## src/rtl/mult_fu_pipe.sv

```systemverilog
`default_nettype none
// ============================================================================
//  Module      : mult_fu_pipe
//  Description : Pipelined RV32M integer multiplier (MUL/MULH/MULHSU/MULHU).
//                It presents a done/rob_tag/result slot to the CDB arbiter
//                and holds it until the arbiter acks. While a completed
//                result is waiting for its ack, the whole pipeline stalls.
//  Revision    : 1.0 - initial release
// ============================================================================
module mult_fu_pipe #(
  parameter int XLEN      = 32,
  parameter int STAGES    = 4,   // issue-to-done latency, legal 1..8
  parameter int ROB_TAG_W = 5
) (
  input  logic                 clock,
  input  logic                 reset,
  input  logic                 clear,
  input  logic                 in_valid,
  input  logic [1:0]           in_func,
  input  logic [XLEN-1:0]      in_rs1,
  input  logic [XLEN-1:0]      in_rs2,
  input  logic [ROB_TAG_W-1:0] in_rob_tag,
  output logic                 ready,
  output logic                 done,
  output logic [ROB_TAG_W-1:0] out_rob_tag,
  output logic [XLEN-1:0]      out_v,
  input  logic                 ack
);

  localparam int c_pw   = 2 * XLEN;                    // full product width
  localparam int c_cw   = (c_pw + STAGES - 1) / STAGES; // multiplier bits per stage
  localparam int c_last = STAGES - 1;
  localparam logic [c_pw-1:0] c_mask = (c_pw'(1) << c_cw) - c_pw'(1);

  localparam logic [1:0] c_func_mul    = 2'd0;
  localparam logic [1:0] c_func_mulh   = 2'd1;
  localparam logic [1:0] c_func_mulhu  = 2'd3;

  // Per-stage state. a/b carry the extended operands, acc the running sum.
  logic [STAGES-1:0]    valid_q;
  logic [ROB_TAG_W-1:0] tag_q  [STAGES];
  logic [1:0]           func_q [STAGES];
  logic [c_pw-1:0]      a_q    [STAGES];
  logic [c_pw-1:0]      b_q    [STAGES];
  logic [c_pw-1:0]      acc_q  [STAGES];
  logic [c_pw-1:0]      acc_d  [STAGES];

  logic                 w_stall;
  logic                 w_accept;
  logic                 w_rs1_signed;
  logic                 w_rs2_signed;
  logic [c_pw-1:0]      w_a_ext;
  logic [c_pw-1:0]      w_b_ext;
  logic [c_pw-1:0]      w_a_in [STAGES];
  logic [c_pw-1:0]      w_b_in [STAGES];
  logic [c_pw-1:0]      w_pp   [STAGES];

  // A waiting result blocks the pipe; ready and issue acceptance follow from it.
  always_comb begin
    w_stall  = done & ~ack;
    ready    = ~w_stall;
    w_accept = in_valid & ready & ~clear;
  end

  // Extend operands to 2*XLEN. Keeping the product modulo 2^(2*XLEN) with
  // both operands extended gives the exact signed/unsigned product bits.
  always_comb begin
    w_rs1_signed = (in_func != c_func_mulhu);
    w_rs2_signed = (in_func == c_func_mul) || (in_func == c_func_mulh);
    w_a_ext      = {{XLEN{w_rs1_signed & in_rs1[XLEN-1]}}, in_rs1};
    w_b_ext      = {{XLEN{w_rs2_signed & in_rs2[XLEN-1]}}, in_rs2};
  end

  // Stage k adds the partial product of A with the k-th unsigned slice of B.
  always_comb begin
    w_a_in[0] = w_a_ext;
    w_b_in[0] = w_b_ext;
    for (int k = 1; k < STAGES; k++) begin
      w_a_in[k] = a_q[k-1];
      w_b_in[k] = b_q[k-1];
    end
    for (int k = 0; k < STAGES; k++) begin
      w_pp[k] = (w_a_in[k] * ((w_b_in[k] >> (k * c_cw)) & c_mask)) << (k * c_cw);
    end
    acc_d[0] = w_pp[0];
    for (int k = 1; k < STAGES; k++) begin
      acc_d[k] = acc_q[k-1] + w_pp[k];
    end
  end

  // Valid bits: squashed by reset/clear, otherwise shift unless stalled.
  always_ff @(posedge clock) begin
    if (reset || clear) begin
      valid_q <= '0;
    end else if (!w_stall) begin
      valid_q[0] <= w_accept;
      for (int k = 1; k < STAGES; k++) begin
        valid_q[k] <= valid_q[k-1];
      end
    end
  end

  // Payload registers advance in lock-step with the valid bits; never reset,
  // because outputs are gated by done.
  always_ff @(posedge clock) begin
    if (!w_stall) begin
      tag_q[0]  <= in_rob_tag;
      func_q[0] <= in_func;
      a_q[0]    <= w_a_ext;
      b_q[0]    <= w_b_ext;
      acc_q[0]  <= acc_d[0];
      for (int k = 1; k < STAGES; k++) begin
        tag_q[k]  <= tag_q[k-1];
        func_q[k] <= func_q[k-1];
        a_q[k]    <= a_q[k-1];
        b_q[k]    <= b_q[k-1];
        acc_q[k]  <= acc_d[k];
      end
    end
  end

  // Present the last stage; tag and value read zero when nothing is done.
  always_comb begin
    done        = valid_q[c_last];
    out_rob_tag = '0;
    out_v       = '0;
    if (done) begin
      out_rob_tag = tag_q[c_last];
      out_v       = (func_q[c_last] == c_func_mul) ? acc_q[c_last][XLEN-1:0]
                                                   : acc_q[c_last][c_pw-1:XLEN];
    end
  end

  // The arbiter must only grant a slot that is actually presenting a result.
  a_ack_needs_done: assert property (@(posedge clock) disable iff (reset) ack |-> done);

endmodule
`default_nettype wire

```

## config.mk

```make
export PLATFORM = sky130hd
export DESIGN_NAME = mult_fu_pipe
export DESIGN_NICKNAME = d
export VERILOG_FILES = /design/src/rtl/mult_fu_pipe.sv
export SDC_FILE = /design/constraint.sdc
export NUM_CORES = 2
export LEC_CHECK = 0
export ABC_CLOCK_PERIOD_IN_PS = 15400
export CAP_MARGIN = 5
export CORE_MARGIN = 1
export CORE_UTILIZATION = 30
export DETAILED_ROUTE_END_ITERATION = 10
export HOLD_SLACK_MARGIN = 0.15
export PLACE_DENSITY_LB_ADDON = 0.1
export SLEW_MARGIN = 15
export SYNTH_ARGS = -nofsm -noshare
export SYNTH_HDL_FRONTEND = slang
export SYNTH_SLANG_ARGS = --single-unit
```

## constraint.sdc

```tcl
create_clock -name clock -period 15.4 [get_ports clock]
set_clock_uncertainty 0.05 [all_clocks]
set_input_delay 3.08 -clock clock [delete_from_list [all_inputs] [get_ports clock]]
set_output_delay 3.08 -clock clock [all_outputs]
set_load 0.01 [all_outputs]
```

---- Yosys cells after proc, flatten, opt, wreduce, memory -nomap -nowiden ----
Memory sizes are Yosys's and may differ from the RTL's.
Cells that the tools add are included.
operators by class
  shift-type cells ........................ 0
  bitwise operators ....................... 8
  reductions and logical operators ........ 4
  multiply operators ...................... 4
  div/mod/pow operators ................... 0
  equal/unequal tests ..................... 2
  magnitude comparators ................... 0
  add/sub/neg operators ................... 3
  multiplexer cells ....................... 4
operator list
  cell                                                                   count
  64-bit adder                                                           3
  64-bit by 16-bit multiplier with 16-bit output                         1
  64-bit by 16-bit multiplier with 32-bit output                         1
  64-bit by 16-bit multiplier with 48-bit output                         1
  32-bit 2-to-1 mux                                                      2
  33-bit by 17-bit multiplier with 50-bit output                         1
  1-bit bitwise AND                                                      5
  5-bit 2-to-1 mux                                                       1
  2-bit logical NOT                                                      2
  1-bit inverter                                                         3
  2-bit by 1-bit equality test with 1-bit output, second input constant  1
  1-bit logical OR                                                       2
  2-bit != test, second input constant                                   1
  1-bit 2-to-1 mux                                                       1
word-level totals
  output and inout bits ................... 39
  memory bits (writable) .................. 796
  bits of input ports ..................... 76
  bits in latches ......................... 0
  memories kept ........................... 5
  memory bits (read-only) ................. 0
  register bits ........................... 4
  logic and storage cells ................. 31
memory list
  name    words  bits a word  read ports  clocked after memory_dff  wr ports  line  source
  a_q     4      64           3           0                         4         43    logic [c_pw-1:0] a_q [STAGES];
  acc_q   4      64           4           0                         4         45    logic [c_pw-1:0] acc_q [STAGES];
  b_q     4      64           3           0                         4         44    logic [c_pw-1:0] b_q [STAGES];
  tag_q   4      5            4           0                         4         41    logic [ROB_TAG_W-1:0] tag_q [STAGES];
  func_q  4      2            4           0                         4         42    logic [1:0] func_q [STAGES];

---- Longest topological paths before layout ----
  word-level depth ........................ 5
  mapped depth ............................ 38
  depth with buffers taken out ............ 37

---- Worst setup path before layout ----
Ideal clock, no wire load.
  path type ............................... input-to-output
  start ................................... input port ack
  end ..................................... output port ready
  data required time ...................... 12.270 ns
  stages .................................. 3
  path buffers ............................ 1
  arrival time ............................ 10.450 ns
  path slack .............................. 1.820 ns
  cells stage by stage .................... nor2b_1 > clkbuf_1 > inv_1
between the ends
  longest elaborated chain between the ends .. 3
ends and longest elaborated chain
  what               line  source
  from (decl)        27    input logic ack
  1-bit inverter     60    w_stall = done & ~ack;
  1-bit bitwise AND  60
  1-bit inverter     61    ready = ~w_stall;
  to (decl)          23    output logic ready,
No other way between the ends.

==> out/metrics.cfg <==
[outcome]
status = completed

[timing]
setup_viol = 0
rsz0062_at_grt = false
min_period_over_period_pct = 67.1
timing_hold_violations_final = 0
slew_violations = 0
tightest_slew_ps = 1280
max_freq_mhz = 96.7
final.setup.tns_ps = 0
whs_ps = 355
period_minus_slack_ps = 10340
slew_headroom_pct = 14.6

[yosys]
yosysWarningCount = 0
synth_area_sq_um = 61300
synth-edff-count = 370
postSynthAreaPerCell_sq_um = 10.1
synth_flop_cell = edfxtp_1
async_flop_share_pct = 0
synth.yosys.seq_area_share_pct = 18.3
syn_nets = 7821
synthCells = 6083
ys_types = 72
ys_ff_latch = 374

[route]
vias_per_cell = 4.54
dr.pass1.iters = 5
wire_per_inst_um = 20.5
vias = 40245
drt_iter0_markers = 1795
drc = 0
ant_nets = 0
routed_wl_mm = 182

[setup_path]
critical_path.cell_chain = clkdlybuf4s50_1 > buf_4 > a21boi_2 > nand2_1 > inv_1 > fa_1 > inv_1 > fa_1 > fa_1 > fa_1 > fa_1 > inv_1 > fa_1 > ha_1 > a21o_1 > a21oi_1 > o211ai_1 > a21oi_1 > o211ai_1 > a211oi_1 > o31ai_1 > a21o_1 > a21oi_1 > xnor2_1
cp_max_fo = 18
reg2reg_from = b_q[0][18]
required_ps = 15720
timing.rr.end = acc_q[1][63]
crit_start = in_rs1[31]
endpoint = acc_q[0][47]
endpoint_kind = flop
worst-r2r-cell-count = 35
critPathSlowestCell = a21boi_2
slowest_delay_ps = 880
r2r_slack_ps = 5240
cp-start-kind = input pin
crit_type = input pin to flop
crit_top_cell = fa_1
worstPathArrival_ps = 10660

[clock_tree]
ctsHtreeMaxLevel = 2
cts_sinks = 374
cts_setup_buffers = 0
cts_root_buffer = clkbuf_16
cts_tree = built
clockBufferDepth = 3
clk_pin_slew_worst_paths_ps = 60
ctsHoldBuffers = 0
cts_resized = 0
cts_made_buffers = 46
insertion_delay_ps = 640

[die]
row_count = 165
die_w_um = 454
initial_core_util_pct = 30.3
die_h_um = 454
io_pins = 115
die-area_sq_um = 206000
core_area_sq_um = 203000

[run]
max_cap_violations = 0

[cells_and_area]
nets = 7883
syn2layout_area_growth_pct = 9.96
layout_commonest_cell = inv_1
final_cell_mix = inv_1 (1435), fa_1 (1268), nand2_1 (832)
drive_gt1_share_pct = 3.20
utilization_pct = 33.3

[grt]
grt.total_usage_pct = 18.0
antenna_found_initial = 8
grt_pass1_vias = 44748
grt_max_degree = 162
grt.overflow.total = 0
grt_pass1_wl_mm = 281

[placement]
portBuffers = 114
hpwl_mm = 143
globalplace.congestion = 0.841

[hold_path]
hold_path_class = flop to flop

==> how the worst min path moves through the flow <==
stage                       from            to  slack [ps]  cells after the start
floorplan            acc_q[0][0]   acc_q[1][0]         350                      0
global placement     tag_q[1][0]   tag_q[2][0]         350                      0
detailed placement   acc_q[1][1]   acc_q[2][1]         350                      0
CTS                 func_q[0][1]  func_q[1][1]         350                      0
global route        func_q[0][1]  func_q[1][1]         360                      0
finish              func_q[0][1]  func_q[1][1]         350                      0
==> worst max-delay path, delay by kind of cell <==
family                   cells  cell delay [ps]
AO/OA/AOI/OAI               10             2810
XOR/XNOR                     1               90
adder cells (fa/ha/maj)      7             3250
buffers and inverters        5             1140
AND/OR/NAND/NOR              1              240
==> cell type report <==
type                       count  area, sq um
fill                       20902       135000
multi-input combinational   4082        44000
sequential                   374        11200
inverter                    1436         5400
tap                         2672         3340
timing repair buffer         205         1860
clock buffer                  52         1170
clock inverter                30          410
antenna                        8         20.0
==> stage by stage <==
step           worst slack (ps)  area [sq um]  std cells
2_1_floorplan              1820         61300       6083
3_3_place_gp               4390         65700       8768
3_5_place_dp               4250         65700       8768
4_1_cts                    4920         67300       8850
5_1_grt                    4570         67300       8852
6_report                   5060         67400       8859
==> metal layers <==
layer / global-route usage (%) / share of wire (%)
met4: 2.49 / 1.2
met5: 0 / 0
met3: 1.42 / 3.1
met1: 26.2 / 49
met2: 29.8 / 47
==> synthesized netlist by cell type, drive strengths merged, types with 95 or more instances <==
cell	instances	area, sq um
a21o	95	713
nand2	832	3120
o21ai	96	495
edfxtp	370	11100
ha	394	4930
nor2	116	435
a21oi	179	907
clkbuf	191	717
xnor2	200	1750
fa	1268	25400
and2	442	2770
inv	1436	5390
==> state kept, by name, indices dropped and copies added (netlist names) <==
| signal | cells |
|---|---|
| acc_q | 242 |
| a_q | 81 |
| tag_q | 20 |
| b_q | 19 |
| func_q | 8 |
| valid_q | 4 |
==> cells by family after synthesis <==
group	count (synthesis)	share of synthesized area [%]
xor+xnor	260	3.74
buf+inv	1627	9.97
flops	374	18.3
compound gates	603	6.55
mux	3	0.0490
simple gates	1554	11.9
fa+ha+maj	1662	49.5
Power is not shown: default switching activity piles up to over one toggle a cycle in this logic, so the estimate is an artifact.
==> RTL edit: new RTL, same flow settings <==
Change the parameter `STAGES` from 4 to 8.
--- a/src/rtl/mult_fu_pipe.sv
+++ b/src/rtl/mult_fu_pipe.sv
@@ -9,7 +9,7 @@
 // ============================================================================
 module mult_fu_pipe #(
   parameter int XLEN      = 32,
-  parameter int STAGES    = 4,   // issue-to-done latency, legal 1..8
+  parameter int STAGES    = 8,   // issue-to-done latency, legal 1..8
   parameter int ROB_TAG_W = 5
 ) (
   input  logic                 clock,
Function: not settled (the Yosys comparison gave no result); the edit may change what the design does.
==> RTL edit against the original RTL <==
  * Design area grew 30%
  * Setup slack gained 1.2 ns
  * Final cell count grew 22%
  * Routed wire length grew 6.3%
  * First-iteration DRC count grew 2.3%
  * Die area grew 28%
  * Critical endpoint is now acc_q[0][126]
  * Sequential cell count grew 414
  * Synthesized area grew 28%
Power is not shown: default switching activity piles up to over one toggle a cycle in this logic, so the estimate is an artifact.
==> RTL edit: results (changes against the original RTL) <==
The run finished with clean final reports. The number of gates resized after cts is 0 (unchanged). The aggregate routed wire length came to 193,000 um (+6.3%). The top fanout value on the critical path came to 33 (+15). The number of nets in the layout came out at 9,066 (+15%).

The end of the worst hold path is acc_q[1][175]. The fraction of the yosys area taken by sequential cells came to 30.1% (+12 points). The clock tree root driver cell is clkbuf_16. The count of port buffers added during placement came out at 114 (unchanged).

The initial antenna violation count came to 7 (-1). The first-pass GRT wire length is 311,000 um (+11%). The clock latency reported for the late side of the worst-skew pair is 0.77 ns (+0.13 ns).

The slew at the pin closest to its max-slew limit came out at 1.14 ns (-0.141 ns). The net count after synthesis was 8,926 (+14%). In this run the most critical hold path is launched from acc_q[1][111].

Among all stages on the critical path, the largest delay is contributed by o21ai_0. The routed via count divided by cell count is 4.55 (+0.17%). The number of global-route vias before repair came out at 55,000 (+23%). The placed cell area came out at 83,800 um^2 (+27%). The pin count of the biggest net entering global routing came out at 87 (-46%). The number of flops mapped to enable cells by yosys came out at 780 (+110%). The number of distinct library cell variants in the gate-level netlist after synthesis came out at 79 (+9.7%).

The largest registers in the layout are acc_q: 490 flops, a_q: 179 flops, b_q: 55 flops. In the synthesized netlist, the cells that appear most often are inv_1 (1,168), fa_1 (1,122), edfxtp_1 (780). The reg2reg setup slack was 6.26 ns (+1.02 ns). The number of buffers created by CTS came out at 101 (+120%). The delay contributed by the slowest stage of the critical path is 0.61 ns (-0.27 ns). The main flop type after synthesis is edfxtp_1.

In the post-synthesis netlist, the biggest area contributors are edfxtp_1 (30%), fa_1 (29%), ha_1 (8.9%), and2_1 (6.1%), inv_1 (5.6%). The hold-critical path depth came to 0 (unchanged). The arrival time at the worst endpoint is 9.54 ns (-1.12 ns). The critical path's top delay family is compound AO/OA/AOI/OAI gates. The estimated wirelength of the detail-placed design was 155,000 um (+7.9%). The number of H-tree levels was 3 (+1). The layout cell share with drive strength beyond 1 is 3.50% (+0.30 points). The placer congestion estimate is 0.829 (-1.5%). The endpoint identified for the worst register-to-register timing path is acc_q[0][126]. The combined global-route utilization of all metal layers came to 15.0% (-3.0 points).

The count of warnings emitted by yosys is 0 (unchanged). The number of cells on the worst reg-to-reg path came to 32 (-8.6%). The number of DRC markers in iteration 0 came out at 1,837 (+2.3%). The startpoint identified for the worst register-to-register timing path is b_q[0][10].
[RTL edit: how the worst max path moves through the flow]
stage	startpoint	end	slack [ns]	cells past startpoint
after floorplan	ack	a_q[0][0]	1.86	3
after global placement	in_rs2[0]	acc_q[0][40]	5.62	25
after detailed placement	in_rs2[0]	acc_q[0][40]	5.59	25
after CTS	b_q[0][10]	acc_q[0][125]	6.12	34
after global routing	b_q[0][10]	acc_q[0][126]	5.67	33
final	b_q[0][10]	acc_q[0][126]	6.26	32
[RTL edit: final cells by class]
type | instances | area [um^2]
Inverter | 1169 | 4400
Multi-Input combinational cell | 5082 | 50000
Sequential cell | 788 | 23600
Tap cell | 3402 | 4260
Clock inverter | 81 | 1060
Timing Repair Buffer | 166 | 1530
Antenna cell | 3 | 7.51
Fill cell | 26300 | 172000
Clock buffer | 110 | 2580
[RTL edit: logic make-up after synthesis]
group | synth area share, %
flops | 30.1
fa+ha+maj | 37.6
simple gates | 12.2
buf+inv | 6.21
xor+xnor | 5.17
compound gates | 8.75
mux | 0.0144
[RTL edit: routing by layer]
metal,vias up,part of all wire (%),global-route usage [%]
met5,-,0,0
met3,204,2.2,1.40
met4,0,1.8,3.55
li1,23600,-,-
met2,489,49,26.6
met1,24800,47,19.6
[RTL edit: through the flow]
step,hold WS (ns),util (%),instances,worst slack (ns)
detailed placement,0.355,32.2,10600,5.59
finish,0.357,33.7,10800,6.26
floorplan,0.350,-,7168,1.86
CTS,0.362,33.7,10800,6.12
global placement,0.351,32.2,10600,5.62
global route,0.367,33.7,10800,5.67
